$ cat config.mk
export PLATFORM = sky130hd
export DESIGN_NAME = rv_shift_arb
export DESIGN_NICKNAME = d
export VERILOG_FILES = /design/src/rtl/rv_shift_arb.sv
export SDC_FILE = /design/constraint.sdc
export NUM_CORES = 1
export LEC_CHECK = 0
export CELL_PAD_IN_SITES_DETAIL_PLACEMENT = 0
export CELL_PAD_IN_SITES_GLOBAL_PLACEMENT = 1
export CORE_AREA = 4 4 101 175
export CTS_BUF_LIST = sky130_fd_sc_hd__clkbuf_8 sky130_fd_sc_hd__clkbuf_16
export DETAILED_ROUTE_END_ITERATION = 16
export DIE_AREA = 0 0 105 179
export GPL_TIMING_DRIVEN = 0
export PLACE_DENSITY = 0.77
export SLEW_MARGIN = 20
export SYNTH_ARGS = -nofsm -noshare
export SYNTH_HDL_FRONTEND = slang
export SYNTH_SLANG_ARGS = --single-unit
$ cat constraint.sdc
create_clock -name clk -period 2.65 [get_ports clk]
set_input_delay 0.53 -clock clk [delete_from_list [all_inputs] [get_ports clk]]
set_output_delay 0.53 -clock clk [all_outputs]
set_load 0.05 [all_outputs]
$ cat src/rtl/rv_shift_arb.sv
// Two-requester round-robin arbiter in front of a single 32-bit shifter,
// with a one-deep registered result slot and valid/ready handshakes.

package rv_shift_pkg;
   typedef enum logic [1:0] {
      ALU_SLL = 2'd0,
      ALU_SRL = 2'd1,
      ALU_SRA = 2'd2
   } shift_op_e;
endpackage

// Shifter: every operation is done as a right shift; left shifts take the
// bit-reversed operand and reverse the result back.
module rv_shift
   import rv_shift_pkg::*;
(
   input  shift_op_e   op,
   input  logic [31:0] a,
   input  logic [4:0]  amt,
   input  logic [31:0] op_a_rev,
   output logic [31:0] res
);

   logic [31:0] src;
   logic        fill;
   logic [63:0] ext_sh;
   logic [31:0] sh;

   // Select source and fill bit, right shift, un-reverse for left shifts
   always_comb begin
      src    = (op == ALU_SLL) ? op_a_rev : a;
      fill   = (op == ALU_SRA) & a[31];
      ext_sh = {{32{fill}}, src} >> amt;
      sh     = ext_sh[31:0];
      res    = sh;
      if (op == ALU_SLL) begin
         for (int unsigned i = 0; i < 32; i++) begin
            res[i] = sh[31 - i];
         end
      end
   end

endmodule

module rv_shift_arb
   import rv_shift_pkg::*;
(
   input  logic        clk,
   input  logic        rst_n,
   input  logic        req0_valid,
   output logic        req0_ready,
   input  shift_op_e   req0_op,
   input  logic [31:0] req0_a,
   input  logic [4:0]  req0_amt,
   input  logic [3:0]  req0_tag,
   input  logic        req1_valid,
   output logic        req1_ready,
   input  shift_op_e   req1_op,
   input  logic [31:0] req1_a,
   input  logic [4:0]  req1_amt,
   input  logic [3:0]  req1_tag,
   output logic        out_valid,
   input  logic        out_ready,
   output logic [31:0] out_res,
   output logic        out_id,
   output logic [3:0]  out_tag
);

   logic        rr_ptr;
   logic        accept_en;
   logic        grant0;
   logic        grant1;
   logic        xfer;
   shift_op_e   sel_op;
   logic [31:0] sel_a;
   logic [31:0] sel_a_rev;
   logic [4:0]  sel_amt;
   logic [3:0]  sel_tag;
   logic [31:0] shift_res;

   // Arbitration, handshake and operand selection
   always_comb begin
      accept_en  = !out_valid | out_ready;
      grant1     = req1_valid & (!req0_valid | rr_ptr);
      grant0     = req0_valid & (!req1_valid | !rr_ptr);
      // rst_n gating keeps both readies low while reset is held
      req0_ready = rst_n & accept_en & grant0;
      req1_ready = rst_n & accept_en & grant1;
      xfer       = req0_ready | req1_ready;
      sel_op     = grant1 ? req1_op  : req0_op;
      sel_a      = grant1 ? req1_a   : req0_a;
      sel_amt    = grant1 ? req1_amt : req0_amt;
      sel_tag    = grant1 ? req1_tag : req0_tag;
      sel_a_rev  = '0;
      for (int unsigned i = 0; i < 32; i++) begin
         sel_a_rev[i] = sel_a[31 - i];
      end
   end

   rv_shift u_shift (
      .op       (sel_op),
      .a        (sel_a),
      .amt      (sel_amt),
      .op_a_rev (sel_a_rev),
      .res      (shift_res)
   );

   // Result slot and round-robin pointer
   always_ff @(posedge clk or negedge rst_n) begin
      if (!rst_n) begin
         out_valid <= 1'b0;
         out_res   <= '0;
         out_id    <= 1'b0;
         out_tag   <= '0;
         rr_ptr    <= 1'b0;
      end else begin
         if (xfer) begin
            out_valid <= 1'b1;
            out_res   <= shift_res;
            out_id    <= grant1;
            out_tag   <= sel_tag;
         end else if (out_ready) begin
            out_valid <= 1'b0;
         end
         if (xfer && req0_valid && req1_valid) begin
            rr_ptr <= !grant1;
         end
      end
   end

endmodule

==> metrics.md <==
| Metric | Value |
|---|---|
| Post-Route Utilization | `0.606` |
| Cell count of the worst reg-to-reg path | `9` |
| Clk Latency, worst-skew pair | `0.29 ns` |
| Post-synthesis mux area share | `0.252` |
| Pre-CTS setup slack | `-1.62 ns` |
| Sequential area share after synthesis | `0.179` |
| Most frequent cell after synthesis | `nand2_1` |
| Max_slew headroom | `0.463` |
| Placed insts | `971` |
| Vias in the first global route | `7321` |
| VDD IR max | `0.000578 V` |
| Core Region | `16300 um2` |
| Req. time, crit path | `2.83 ns` |
| First-pass GRT wire length | `45700 um` |
| Grt ovf | `0` |
| Simple-Gate Fraction of Synth Area | `0.175` |
| Final slew viol count | `0` |
| Adder-cell share of the synthesized area | `0` |
| Mapped Nets | `743` |
| Outcome | `complete, but fails checks` |
| Vias per cell | `6.53` |
| Netlist cell types | `74` |
| WP depth | `13` |
| Synth-to-Final Area Change | `81.4%` |
| CP max-delay cell | `or3_4` |
| Drt first pass iters | `6` |
| Max Buffers Root-to-Sink | `2` |
| Yosys reg bits | `39` |
| Post-route insts no fill | `1081` |
| XOR/XNOR Fraction of Synth Area | `0.00483` |
| Crit-path leading delay family | `compound AO/OA/AOI/OAI gates` |
| Largest net degree at the start of global routing | `31` |
| Commonest cells post-synth | `72 x nand2_1, 68 x mux2i_1, 47 x a21oi_1` |
| WL met2 | `17500 um` |
| Unrepaired setup endpoints after global routing | `true` |
| Top sig layer | `met4` |
| WL final | `32100 um` |
| ANT cells | `0` |
| Crit path time final | `2.94 ns` |
| Proportion of layout cells with a drive suffix above 1 | `0.466` |
| CTS sink cnt | `39` |
| PortBufs | `126` |
| CTS Hold Bufs | `0` |
| H-tree levels | `2` |
| Synth Cell Area | `5440 um2` |
| CP startpoint | `req1_op[0]` |
| Least-Margin Pin Slew | `0.800 ns` |
| DR iter-0 viols | `469` |
| Worst setup skew after layout | `0.00324 ns` |
| Syn_area_per_cell | `8.35 um2` |
| Setup-failing EPs final | `28` |
| RR Startpoint | `rr_ptr` |
| Clock transition at path regs | `0.06 ns` |
| Crit Path Class | `input pin to register` |
| CP Capture Type | `register` |
| Pwr Density | `751 nW/um2` |
| Hpwl dp | `23900 um` |
| CP peak stage delay | `0.43 ns` |
| Syn Inst Count | `652` |
| Post-route cell area | `9870 um2` |
| Max-cap violations | `0` |
| Routed met1 length | `9910 um` |
| Die area | `18800 um2` |
| Crit path buf inv count | `4` |
| Leak | `3.86 nW` |
| Final Hold Fails | `0` |
| Placer congestion estimate | `0.992` |
| Critical path fanouts, max | `6` |
| TritonCTS clock tree | `built` |
| Die width | `105 um` |
| Initial Util | `0.334` |
| Critical path, cell by cell | `buf_6 -> buf_6 -> nor2_4 -> buf_12 -> buf_8 -> mux2i_4 -> o32ai_2 -> or3_4 -> o21ai_4 -> a21oi_2 -> mux2_4 -> o211a_1 -> a221o_1` |
| TritonCTS Buffers | `5` |
| Top FF cell, synth | `dfrtp_1` |
| GRT Util Overall | `0.325` |
| Crit path capture | `out_res[26]` |
| # IOs | `131` |
| Setup crit start kind | `input pin` |
| CP arrival | `3.12 ns` |
| Post-DP Area | `6970 um2` |
| Critical R2R Capture | `out_res[26]` |
| DRC viols | `0` |
| Wire length on met3 | `1420 um` |
| Failing checks | `setup timing` |
| Via Count | `7056` |
| Peak Freq | `340 MHz` |
| Tcrit/Tclk final | `1.11` |
| Post-synthesis compound-gate area fraction | `0.320` |
| Row count | `62` |
| Post-layout nets | `979` |
| Fraction of registers with async set/reset | `1.00` |
| WL per Instance | `29.7 um` |
| Die height | `179 um` |
| Clock root cell | `clkbuf_16` |
| Reg area | `977 um2` |
| Yosys Warn Count | `0` |
| Top post-synthesis cells by area | `dfrtp_1 18%, mux2i_1 13%, mux4_2 9.9%` |
| Fin Setup TNS | `-3.83 ns` |
| Post-DRT Antenna Nets | `0` |
| # fillers | `1420` |
| HP Class | `input pin to asynchronous set/reset pin` |
| Share of the synthesized area in the top cell type | `0.179` |
| Synth area leader | `dfrtp_1` |
| Multi-input logic area | `5500 um2` |
| Post-synth EDFFs | `0` |
| Antenna violations before repair | `0` |
| CP most frequent cell | `buf_6` |
| R2r setup slk | `-0.20 ns` |
| Final worst-path setup slack | `-0.290 ns` |
| Largest family of logic cells by synthesized area | `compound AO/OA/AOI/OAI gates` |
## state kept, by name, indices dropped and copies added, names as in the netlist
signal / cells
out_valid: 1
out_id: 1
out_res: 32
out_tag: 4
rr_ptr: 1
## layout make-up
type                       instances  area share
tap                              192      0.0243
sequential                        39      0.0990
buffer                            59      0.0648
clock buffer                       5      0.0127
clock inverter                     3     0.00647
timing repair buffer             229       0.233
inverter                           5     0.00292
multi-input combinational        549       0.557
## stage by stage
stage          hold slack [ns]  power (mW)
5_1_grt                  0.137        7.67
3_3_place_gp             0.481        5.14
3_5_place_dp             0.430        5.16
2_1_floorplan            0.234        3.66
6_report                 0.114        7.41
4_1_cts                  0.124        6.90
## worst min path at each step
stage	cells past startpoint	start	to
global placement	2	out_res[30]	out_res[30]
detailed placement	1	rst_n	out_id
CTS	1	rst_n	out_id
finish	1	rst_n	out_id
floorplan	0	rst_n	out_id
global route	1	rst_n	out_id
## cell families (layout without fill, tap and decap cells)
group	Yosys count	count (layout)
flops	39	39
xor+xnor	3	3
buf+inv	64	301
simple gates	198	198
mux	104	104
compound gates	244	244
## cells in the final DEF (no fill, tap or decap), types with 6 or more instances in the layout
| master | instances |
|---|---|
| a221o_1 | 7 |
| nor3_1 | 12 |
| a31oi_1 | 10 |
| buf_8 | 8 |
| buf_12 | 19 |
| a211oi_1 | 8 |
| nand2_1 | 63 |
| a21oi_2 | 21 |
| o22ai_1 | 12 |
| a211o_1 | 6 |
| o211ai_1 | 8 |
| a21oi_4 | 7 |
| clkbuf_16 | 7 |
| o21ai_0 | 16 |
| o22a_1 | 6 |
| or3b_4 | 8 |
| mux2_4 | 8 |
| nand3_1 | 12 |
| mux2i_1 | 34 |
| mux4_2 | 25 |
| mux2i_2 | 14 |
| dlygate4sd2_1 | 10 |
| nand2_2 | 7 |
| a211oi_2 | 6 |
| nor2_1 | 35 |
| clkdlybuf4s50_1 | 100 |
| nor2_2 | 8 |
| dlymetal6s2s_1 | 10 |
| a21oi_1 | 20 |
| buf_4 | 84 |
| clkbuf_2 | 9 |
| o21ai_1 | 14 |
| a221oi_4 | 8 |
| mux2i_4 | 20 |
| dfrtp_1 | 38 |
| o21ai_2 | 6 |
| o21ai_4 | 7 |
| buf_6 | 33 |
## where the power goes
group          total, mW  internal (mW)  switching (mW)
registers           1.07          0.885           0.187
clock network      0.791          0.536           0.254
logic               5.54           2.29            3.25
total               7.41           3.72            3.69
## layer usage
metal	up-vias	global-route usage
met4	0	0.265
met1	3434	0.298
met2	406	0.637
met3	165	0.0324
met5	-	0
li1	3051	-
## timing repair
item / CTS / global route
gates resized for setup: 315 / 143
pin swaps: 64 / 48
cloned: 4 / 2
setup endpoints to repair: 39 / 37
setup buffers: 69 / 34
Power figures use the tool's default switching activity.
